## src/rtl/remap_inv_pipe.sv

```systemverilog
// Log-domain to linear reconstruction: {k, m2} -> un-remap m2 to m1 -> (1.m1) << k.
// Optional antilog correction in stage 1 is enabled by defining REMAP_INV_CORR_EN.
module remap_inv_pipe #(
  parameter int NUM_W = 32,
  parameter int K_W   = 5,
  parameter int M_W   = 27
) (
  input  logic             clk_i,
  input  logic             rst_i,
  input  logic [NUM_W-1:0] code_i,
  input  logic             code_valid_i,
  output logic             code_ready_o,
  output logic [NUM_W-1:0] rslt_o,
  output logic             rslt_valid_o,
  input  logic             rslt_ready_i
);

  logic [K_W-1:0]   k_p0;
  logic [M_W-1:0]   m2_p0;
  logic [K_W-1:0]   k_p1;
  logic [M_W-1:0]   m1_p1;
  logic             vld_p1;
  logic [NUM_W-1:0] rslt_p2;
  logic             vld_p2;
  logic             s1_adv;
  logic             s2_adv;

  // Un-remap: m1 = m2 - (m2 * (1 - m2)) / 4 in fixed point, or identity.
  function automatic logic [M_W-1:0] unremap(input logic [M_W-1:0] m2);
`ifdef REMAP_INV_CORR_EN
    logic [2*M_W:0] a;
    logic [2*M_W:0] b;
    logic [2*M_W:0] prod;
    a    = {{(M_W+1){1'b0}}, m2};
    b    = {{M_W{1'b0}}, 1'b1, {M_W{1'b0}}} - a;
    prod = a * b;
    return m2 - M_W'(prod >> (M_W + 2));
`else
    return m2;
`endif
  endfunction

  // (1.m1) * 2^k; the widened shift cannot lose the leading one for k < NUM_W.
  function automatic logic [NUM_W-1:0] antilog(input logic [K_W-1:0] k,
                                               input logic [M_W-1:0] m1);
    logic [M_W+NUM_W-1:0] wide;
    wide = {{(NUM_W-1){1'b0}}, 1'b1, m1} << k;
    return NUM_W'(wide >> M_W);
  endfunction

  assign k_p0   = code_i[NUM_W-1 -: K_W];
  assign m2_p0  = code_i[M_W-1:0];

  assign s2_adv       = !vld_p2 || rslt_ready_i;
  assign s1_adv       = !vld_p1 || s2_adv;
  assign code_ready_o = s1_adv;

  // Stage 1: capture exponent and un-remapped mantissa
  always_ff @(posedge clk_i or posedge rst_i) begin
    if (rst_i) begin
      vld_p1 <= 1'b0;
      k_p1   <= '0;
      m1_p1  <= '0;
    end else if (s1_adv) begin
      vld_p1 <= code_valid_i;
      if (code_valid_i) begin
        k_p1  <= k_p0;
        m1_p1 <= unremap(m2_p0);
      end
    end
  end

  // Stage 2: shift into the linear domain
  always_ff @(posedge clk_i or posedge rst_i) begin
    if (rst_i) begin
      vld_p2  <= 1'b0;
      rslt_p2 <= '0;
    end else if (s2_adv) begin
      vld_p2 <= vld_p1;
      if (vld_p1) begin
        rslt_p2 <= antilog(k_p1, m1_p1);
      end
    end
  end

  assign rslt_o       = rslt_p2;
  assign rslt_valid_o = vld_p2;

endmodule

```

## config.mk

```make
export PLATFORM = sky130hd
export DESIGN_NAME = remap_inv_pipe
export DESIGN_NICKNAME = d
export VERILOG_FILES = /design/src/rtl/remap_inv_pipe.sv
export SDC_FILE = /design/constraint.sdc
export NUM_CORES = 1
export LEC_CHECK = 0
export ABC_AREA = 1
export BUFFER_PORTS_ARGS = -buffer_cell sky130_fd_sc_hd__buf_4
export CORE_ASPECT_RATIO = 1.25
export CORE_MARGIN = 8
export CORE_UTILIZATION = 56
export DETAILED_ROUTE_END_ITERATION = 10
export PLACE_DENSITY = 0.8
export SKIP_CTS_REPAIR_TIMING = 1
export SLEW_MARGIN = 20
export SYNTH_ARGS = -nofsm -noshare
export SYNTH_HDL_FRONTEND = slang
export SYNTH_SLANG_ARGS = --single-unit
```

## constraint.sdc

```tcl
create_clock -name clk_i -period 2.5 [get_ports clk_i]
set_clock_uncertainty 0.2 [all_clocks]
set_input_delay 0.5 -clock clk_i [delete_from_list [all_inputs] [get_ports clk_i]]
set_output_delay 0.5 -clock clk_i [all_outputs]
set_load 0.01 [all_outputs]
```

==> results.json, run 1 <==
{
  "cp.required_ps": 2540,
  "boundaryPins": 70,
  "tns_ps": 0,
  "slew_headroom_pct": 53.9,
  "finalCritPeriodShare_pct": 78.8,
  "worstSkewPairLatency_ps": 340,
  "slew_viol_final": 0,
  "fp-row-count": 33,
  "io_buffers": 69,
  "hold_violations": 0,
  "cts-root-buf": "clkbuf_8",
  "drive_above_1_share_pct": 22.4,
  "ys_seq_area_share_pct": 43.6,
  "core_um2": 6570,
  "synth_common_cells": "nand3_1, nand2_1, dfrtp_1",
  "grt_pass1_vias": 3682,
  "hp-class": "in2async",
  "ys_ff_latch": 66,
  "syn_nets": 529,
  "worst_pin_slew_ps": 691,
  "power_density_nw_per_um2": 914,
  "setup_viol_count_final": 0,
  "dieArea_um2": 9660,
  "clkSinkCount": 66,
  "ys_warn_count": 0,
  "fin_nets": 586,
  "cts_tree": "done",
  "gp_congestion": 0.980,
  "critical_path_buf_inv_count": 1,
  "die_h_um": 108,
  "run_status": "finished clean",
  "clk_pin_slew_ps": 70,
  "synth_area_leaders": "dfrtp_1, nand3_1, nand2_1",
  "diodes": 0,
  "post_drt_wl_per_cell_um": 17.9,
  "grt_pass1_wl_um": 19000,
  "path_max_fanout": 28,
  "drc": 0,
  "gr-total-overflow": 0,
  "slowest_delay_ps": 390,
  "syn2layout_area_growth_pct": 19.8,
  "synth_edf_count": 0,
  "start_kind": "flip-flop",
  "synth_top_area_share_pct": 43.6,
  "grt_max_degree": 40,
  "clock.fmax_mhz": 508,
  "p_leak_uw": 0.00222,
  "wirelength_um": 11500,
  "die_x_um": 89.5,
  "avgSynthCellArea_um2": 7.68,
  "ant_nets": 0,
  "grt_usage_pct": 25.5,
  "period_minus_slack_ps": 1970,
  "cp_top_family": "simple AND/OR/NAND/NOR gates",
  "synth_area_um2": 3780,
  "rsz0062_at_grt": "no",
  "htreeDepth": 3,
  "firstDrtPassIters": 5,
  "yosysTopAreaCell": "dfrtp_1",
  "grt_antenna_before_repair": 0,
  "syn_inst": 493,
  "cp-end-kind": "flip-flop",
  "cts_buffers": 9,
  "viasPerCell": 6.05,
  "vias": 3881,
  "drt_iter0_drc": 455,
  "yosysMostFrequentCell": "nand3_1",
  "crit_type": "reg2reg",
  "placed_area_um2": 4350,
  "crit_arrival_ps": 2010,
  "path_cells": "inv_2 > nand3_1 > nand3_1 > nand3_1 > nand3_1 > nand2_1 > nand2_1 > nand2_1",
  "final_area_um2": 4530,
  "synth_flop_cell": "dfrtp_1",
  "cap_violations": 0,
  "cpMostUsedCell": "nand3_1",
  "cpMaxStageDelayCell": "dfrtp_1",
  "clockBufferDepth": 2,
  "start_util_pct": 57.7,
  "post-dp-hpwl_um": 8540,
  "async_flop_share_pct": 100,
  "yosysUniqueCellTypes": 18,
  "ir_drop_mv": 0.605
}
-- report_power, final --
group / internal, uW / total (uW) / switching, uW
combinational: 699 / 1730 / 1030
sequential: 1350 / 1540 / 192
clock: 480 / 869 / 389
-- cell usage in the layout, fill, tap and decap left out, drive strengths merged --
master,instances
nand2,128
nand4,3
mux2,26
clkinv,4
a21oi,10
nor2,12
bufinv,1
dfrtp,66
o211ai,7
inv,10
buf,79
clkbuf,12
nand3,185
o21ai,11
-- per-stage QoR --
step           instances  total power (uW)  util, %  hold slack (ps)  worst slack, ps
2_1_floorplan        493              2590        -              302              145
3_3_place_gp         626              3240     66.2              267              659
3_5_place_dp         626              3270     66.2              270              649
4_1_cts              641              4150     69.1             78.7              594
5_1_grt              641              4420     69.1              130              373
6_report             641              4140     69.1             61.4              530
-- worst paths after layout --
check / start / endpoint / slack [ps] / cells after the start
hold reg to reg: rslt_o[23]$_DFFE_PP0P_ / rslt_o[23]$_DFFE_PP0P_ / 290 / 2
min in group clk_i: code_i[0] / m1_p1[0]$_DFFE_PP0P_ / 180 / 2
setup reg to reg: k_p1[1]$_DFFE_PP0P_ / rslt_o[0]$_DFFE_PP0P_ / 530 / 8
max in group asynchronous: rst_i / m1_p1[5]$_DFFE_PP0P_ / 1400 / 3
hold / removal: rst_i / rslt_o[31]$_DFFE_PP0P_ / 60 / 2
setup / recovery: k_p1[1]$_DFFE_PP0P_ / rslt_o[0]$_DFFE_PP0P_ / 530 / 8
-- cell type report --
type	count	area (um^2)
fillers	528	2030
multi-input cells	382	1930
flip-flops and latches	66	1650
repair buffers	79	618
clock buffers	12	145
well taps	87	109
inverters	12	45.0
clock inverters	3	40.0
-- logic make-up (layout without fill, tap and decap cells) --
| logic type | Yosys count | in the layout | synth area share, % |
|---|---|---|---|
| and+or+nand+nor | 328 | 328 | 39.0 |
| DFF | 66 | 66 | 43.6 |
| buffers and inverters | 45 | 106 | 5.49 |
| AOI/OAI and AO/OA | 28 | 28 | 4.17 |
| muxes | 26 | 26 | 7.74 |
-- sequential cells by signal, summed over array words and instances, names as in the netlist --
| register | flops |
|---|---|
| vld_p1 | 1 |
| rslt_valid_o | 1 |
| rslt_o | 32 |
| k_p1 | 5 |
| m1_p1 | 27 |
-- metal layers --
metal | up-vias | global-route usage [%] | part of all wire, %
li1 | 1821 | - | -
met4 | 0 | 7.51 | 1.6
met3 | 15 | 4.89 | 7.9
met1 | 1852 | 35.0 | 42
met5 | - | 0 | 0
met2 | 193 | 39.6 | 48
Power figures use the tool's default switching activity.
==> run 2, diff against run 1 <==
--- a/config.mk
+++ b/config.mk
@@ -5,13 +5,13 @@
 export SDC_FILE = /design/constraint.sdc
 export NUM_CORES = 1
 export LEC_CHECK = 0
-export ABC_AREA = 1
+export ABC_AREA = 0
 export BUFFER_PORTS_ARGS = -buffer_cell sky130_fd_sc_hd__buf_4
 export CORE_ASPECT_RATIO = 1.25
 export CORE_MARGIN = 8
-export CORE_UTILIZATION = 56
+export CORE_UTILIZATION = 52
 export DETAILED_ROUTE_END_ITERATION = 10
-export PLACE_DENSITY = 0.8
+export PLACE_DENSITY = 0.77
 export SKIP_CTS_REPAIR_TIMING = 1
 export SLEW_MARGIN = 20
 export SYNTH_ARGS = -nofsm -noshare
==> constraint.sdc (replaced) <==
create_clock -name clk_i -period 1.8 [get_ports clk_i]
set_clock_uncertainty 0.2 [all_clocks]
set_input_delay 0.36 -clock clk_i [delete_from_list [all_inputs] [get_ports clk_i]]
set_output_delay 0.36 -clock clk_i [all_outputs]
set_load 0.01 [all_outputs]
==> run 2 against run 1 <==
Compared with the run above:
- non-clock buffer count increased by 108
- first-iteration DRC count decreased by 50%
- clock power increased by 73%
- the run now ends with negative hold slack, negative setup slack left
- core utilization increased by 6.9 points
- area after synthesis increased by 12%
- largest cell class unchanged
- critical endpoint is now rslt_o[13]$_DFFE_PP0P_
- maximum frequency decreased by 14%
- register-to-register slack got worse by 1000 ps
- worst hold slack got worse by 73 ps
- die area increased by 17%
==> results.json, run 2 <==
{
  "rsz0062_at_grt": "yes",
  "min_to": "vld_p1$_DFFE_PP0P_",
  "post_drt_wl_per_cell_um": 20.5,
  "gr-total-overflow": 0,
  "synth_fa_ha_area_share_pct": 0,
  "vias": 3903,
  "synth_top_area_share_pct": 38.9,
  "ant_nets": 0,
  "finalCritPeriodShare_pct": 127,
  "violations": "negative hold slack, negative setup slack",
  "io_buffers": 69,
  "cap_violations": 0,
  "syn_nets": 429,
  "drc": 0,
  "clockBufferDepth": 2,
  "hp-class": "in2reg",
  "synth_flop_cell": "dfrtp_1",
  "path_cells": "buf_4 > buf_4 > mux4_2 > mux2_4 > nor2_4 > a211oi_2 > a221o_1",
  "power_uw": 6890,
  "utilization_pct": 76.0,
  "hold-worst-slack_ps": -11.1,
  "final_area_um2": 6160,
  "core_um2": 8100,
  "slew_viol_final": 0,
  "slew_headroom_pct": 70.4,
  "start_util_pct": 52.4,
  "firstDrtPassIters": 4,
  "cp.required_ps": 1850,
  "fin_nets": 596,
  "syn_inst": 393,
  "cts-root-buf": "clkbuf_8",
  "grt_pass1_wl_um": 21000,
  "run_status": "finished with violations",
  "ys_seq_area_share_pct": 38.9,
  "placed_area_um2": 5540,
  "grt_antenna_before_repair": 0,
  "startpoint": "k_p1[0]$_DFFE_PP0P_",
  "grt_usage_pct": 23.3,
  "setup_viol_count_final": 30,
  "boundaryPins": 70,
  "ys_ff_latch": 66,
  "fin_cells": 662,
  "cpMaxStageDelayCell": "mux4_2",
  "r2r_end": "rslt_o[13]$_DFFE_PP0P_",
  "htreeDepth": 3,
  "clock.fmax_mhz": 437,
  "dieArea_um2": 11300,
  "crit_arrival_ps": 2340,
  "yosysTopAreaCell": "dfrtp_1",
  "worstSkewPairLatency_ps": 360,
  "synth_compound_area_share_pct": 12.1,
  "synth_area_um2": 4250,
  "synthMuxAreaShare_pct": 33.3,
  "synth_area_leaders": "dfrtp_1, mux2_2, mux2i_1",
  "post-dp-hpwl_um": 10100,
  "async_flop_share_pct": 100,
  "grt_max_degree": 67,
  "start_kind": "flip-flop",
  "worst_pin_slew_ps": 445,
  "timing.rr.start": "k_p1[0]$_DFFE_PP0P_",
  "gp_congestion": 0.937,
  "setup_slack_ps": -490,
  "layout_commonest_cell": "buf_4",
  "clkSinkCount": 66,
  "slowest_delay_ps": 560,
  "ir_drop_mv": 0.689,
  "hold_violations": 1,
  "drive_above_1_share_pct": 55.4,
  "syn2layout_area_growth_pct": 44.9,
  "yosysUniqueCellTypes": 50,
  "p_leak_uw": 0.00281,
  "hold_depth": 2,
  "synth_common_cells": "dfrtp_1, mux2_2, nand2_1",
  "cpMostUsedCell": "buf_4",
  "wirelength_um": 13600,
  "ff2ff_path_depth": 7,
  "diodes": 0,
  "synth_edf_count": 0,
  "avgSynthCellArea_um2": 10.8,
  "cts_buffers": 9,
  "grt_pass1_vias": 3962,
  "ff2ff_setup_slack_ps": -490,
  "crit_type": "reg2reg",
  "hold_start": "code_valid_i",
  "placed_cells": 632,
  "period_minus_slack_ps": 2290,
  "yosys.area_share.simple_pct": 10.8,
  "drt_iter0_drc": 229,
  "fp-row-count": 37,
  "power_density_nw_per_um2": 1120,
  "synth_top_family_by_area": "multiplexers",
  "path_max_fanout": 5,
  "synth-xor-area-share_pct": 0,
  "cp-end-kind": "flip-flop",
  "cts_tree": "done",
  "critical_path_buf_inv_count": 2,
  "layout_common_cells": "buf_4, dfrtp_1, mux2_2",
  "ys_warn_count": 0,
  "clk_pin_slew_ps": 70,
  "viasPerCell": 5.90,
  "cp_top_family": "multiplexers",
  "die_h_um": 117,
  "largest_register_ffs": 32,
  "yosysMostFrequentCell": "dfrtp_1",
  "die_x_um": 96.9
}
[run 2: logic make-up (layout without fill, tap and decap cells)]
| kind of cell | count (synthesis) | after routing |
|---|---|---|
| flops | 66 | 66 |
| simple gates | 103 | 103 |
| mux | 110 | 110 |
| buf+inv | 38 | 210 |
| compound gates | 76 | 76 |
[run 2: layer usage]
layer	global-route usage [%]	vias up	wire (um)
met5	0	-	0
li1	-	1794	-
met1	27.0	1949	5390
met2	40.9	125	7090
met3	3.76	35	599
met4	12.8	0	491
[run 2: worst max path at each step]
| stage | endpoint | slack [ps] | cells past startpoint |
|---|---|---|---|
| after global routing | rslt_o[13]$_DFFE_PP0P_ | -530 | 7 |
| after global placement | rslt_o[13]$_DFFE_PP0P_ | -490 | 5 |
| after CTS | rslt_o[2]$_DFFE_PP0P_ | -540 | 7 |
| after floorplan | rslt_o[13]$_DFFE_PP0P_ | -250 | 7 |
| final | rslt_o[13]$_DFFE_PP0P_ | -490 | 7 |
| after detailed placement | rslt_o[2]$_DFFE_PP0P_ | -530 | 7 |
[run 2: area by class of cell]
class	instances	area [um^2]
inverters	7	30.0
clock inverters	4	72.6
flip-flops and latches	66	1660
multi-input cells	289	2590
repair buffers	187	1520
well taps	97	121
clock buffers	12	165
fillers	542	1940
[run 2: through the flow]
| stage | setup WS (ps) | setup TNS (ps) |
|---|---|---|
| CTS | -540 | -11360 |
| floorplan | -249 | -4240 |
| global route | -526 | -11650 |
| detailed placement | -532 | -11080 |
| finish | -490 | -9710 |
| global placement | -490 | -9800 |
[run 2: worst register-to-register path, stage by stage (launching register included)]
cell	delay, ps
dfrtp_2	430
buf_4	140
buf_4	110
mux4_2	560
mux2_4	310
nor2_4	80
a211oi_2	60
a221o_1	280
[run 2: power breakdown]
| part | total, uW | switching [uW] | internal, uW |
|---|---|---|---|
| sequential | 2080 | 292 | 1790 |
| combinational | 3300 | 1510 | 1790 |
| clock | 1500 | 607 | 891 |
==> run 3, diff against run 2 <==
--- a/config.mk
+++ b/config.mk
@@ -9,9 +9,10 @@
 export BUFFER_PORTS_ARGS = -buffer_cell sky130_fd_sc_hd__buf_4
 export CORE_ASPECT_RATIO = 1.25
 export CORE_MARGIN = 8
-export CORE_UTILIZATION = 52
+export CORE_UTILIZATION = 60
 export DETAILED_ROUTE_END_ITERATION = 10
-export PLACE_DENSITY = 0.77
+export HOLD_SLACK_MARGIN = 0.12
+export PLACE_DENSITY = 0.84
 export SKIP_CTS_REPAIR_TIMING = 1
 export SLEW_MARGIN = 20
 export SYNTH_ARGS = -nofsm -noshare
==> constraint.sdc (replaced) <==
create_clock -name clk_i -period 2.7 [get_ports clk_i]
set_clock_uncertainty 0.2 [all_clocks]
set_input_delay 0.54 -clock clk_i [delete_from_list [all_inputs] [get_ports clk_i]]
set_output_delay 0.54 -clock clk_i [all_outputs]
set_load 0.01 [all_outputs]
==> run 3 against run 2 <==
Compared with the run above:
- the flow now finishes without violations
- maximum frequency shrank 8.2%
- worst hold slack improved by 99 ps
- count of clock-buffer cells in the layout up 2
- sequential power is 30% lower
- via count down 11%
==> results.json, run 3 (same netlist as run 2, synthesis figures left out) <==
{
  "post_drt_wl_per_cell_um": 20.4,
  "syn2layout_area_growth_pct": 19.7,
  "cap_violations": 0,
  "hp-class": "in2async",
  "ff2ff_setup_slack_ps": 200,
  "fin_nets": 500,
  "wirelength_um": 11400,
  "power_density_nw_per_um2": 753,
  "clk_pin_slew_ps": 70,
  "drc": 0,
  "slew_viol_final": 0,
  "ff2ff_path_depth": 4,
  "cp-end-kind": "flip-flop",
  "start_util_pct": 61.3,
  "clock.fmax_mhz": 401,
  "setup_viol_count_final": 0,
  "cp.required_ps": 2720,
  "hold-worst-slack_ps": 88.2,
  "slew_headroom_pct": 51.2,
  "ir_drop_mv": 0.408,
  "fp-row-count": 34,
  "rsz0062_at_grt": "no",
  "crit_arrival_ps": 2520,
  "worstSkewPairLatency_ps": 340,
  "boundaryPins": 70,
  "clockBufferDepth": 2,
  "viasPerCell": 6.23,
  "crit_type": "reg2reg",
  "start_kind": "flip-flop",
  "utilization_pct": 73.4,
  "cts_tree": "done",
  "placed_area_um2": 4890,
  "gr-total-overflow": 0,
  "diodes": 0,
  "htreeDepth": 3,
  "worst_pin_slew_ps": 733,
  "run_status": "finished clean",
  "grt_pass1_wl_um": 18500,
  "p_leak_uw": 0.00228,
  "timing.rr.start": "k_p1[0]$_DFFE_PP0P_",
  "r2r_end": "rslt_o[10]$_DFFE_PP0P_",
  "dieArea_um2": 10000,
  "period_minus_slack_ps": 2500,
  "firstDrtPassIters": 5,
  "post-dp-hpwl_um": 8730,
  "post-place-ws_ps": 233,
  "vias": 3483,
  "core_um2": 6930,
  "layout_commonest_cell": "buf_4",
  "grt_antenna_before_repair": 0,
  "final_area_um2": 5090,
  "drive_above_1_share_pct": 38.4,
  "gp_congestion": 0.997,
  "cts_buffers": 9,
  "ant_nets": 0,
  "tns_ps": 0,
  "finalCritPeriodShare_pct": 92.4,
  "drt_iter0_drc": 253,
  "path_max_fanout": 23,
  "grt_usage_pct": 23.1,
  "grt_pass1_vias": 3566,
  "layout_common_cells": "buf_4, dfrtp_1, mux2_2",
  "die_h_um": 110,
  "setup_slack_ps": 204,
  "largest_register_ffs": 32,
  "clkSinkCount": 66,
  "io_buffers": 69,
  "grt_max_degree": 38,
  "hold_violations": 0,
  "cts-root-buf": "clkbuf_8",
  "die_x_um": 91.3
}
## run 3: layer usage
metal / part of all wire [%] / wire length (um) / track usage, %
met1: 41 / 4730 / 28.4
met5: 0 / 0 / 0
met4: 2.1 / 240 / 9.38
met3: 6.3 / 723 / 4.88
met2: 50 / 5730 / 39.1
## run 3: layout make-up
cell class / count / area [um^2]
clock inverter: 2 / 35.0
inverter: 7 / 26.3
clock buffer: 14 / 163
sequential: 66 / 1650
fill: 521 / 1850
tap: 90 / 113
timing repair buffer: 91 / 708
multi-input combinational: 289 / 2390
## run 3: stage by stage
step | total power (uW) | instances
6_report | 3830 | 559
5_1_grt | 4020 | 559
4_1_cts | 3830 | 559
3_5_place_dp | 2990 | 543
3_3_place_gp | 2950 | 543
2_1_floorplan | 2400 | 393
## run 3: critical path, cell delays in order (launching register included)
cell,delay (ps)
dfrtp_2,710
mux2_2,430
mux4_2,540
a221oi_1,380
o21ai_0,120
## run 3: how the worst max path moves through the flow
stage | startpoint | to | depth (start not counted)
5_1_grt | k_p1[0]$_DFFE_PP0P_ | rslt_o[5]$_DFFE_PP0P_ | 6
2_1_floorplan | rst_i | k_p1[0]$_DFFE_PP0P_ | 1
4_1_cts | k_p1[0]$_DFFE_PP0P_ | rslt_o[10]$_DFFE_PP0P_ | 4
3_3_place_gp | k_p1[0]$_DFFE_PP0P_ | rslt_o[10]$_DFFE_PP0P_ | 4
3_5_place_dp | k_p1[0]$_DFFE_PP0P_ | rslt_o[10]$_DFFE_PP0P_ | 4
6_report | k_p1[0]$_DFFE_PP0P_ | rslt_o[10]$_DFFE_PP0P_ | 4
## run 3: power by group
group | switching [uW] | internal (uW) | leakage, uW
Combinational | 755 | 790 | 0.00137
Clock | 364 | 477 | 0.000101
Sequential | 253 | 1190 | 0.000807
Total | 1370 | 2460 | 0.00228
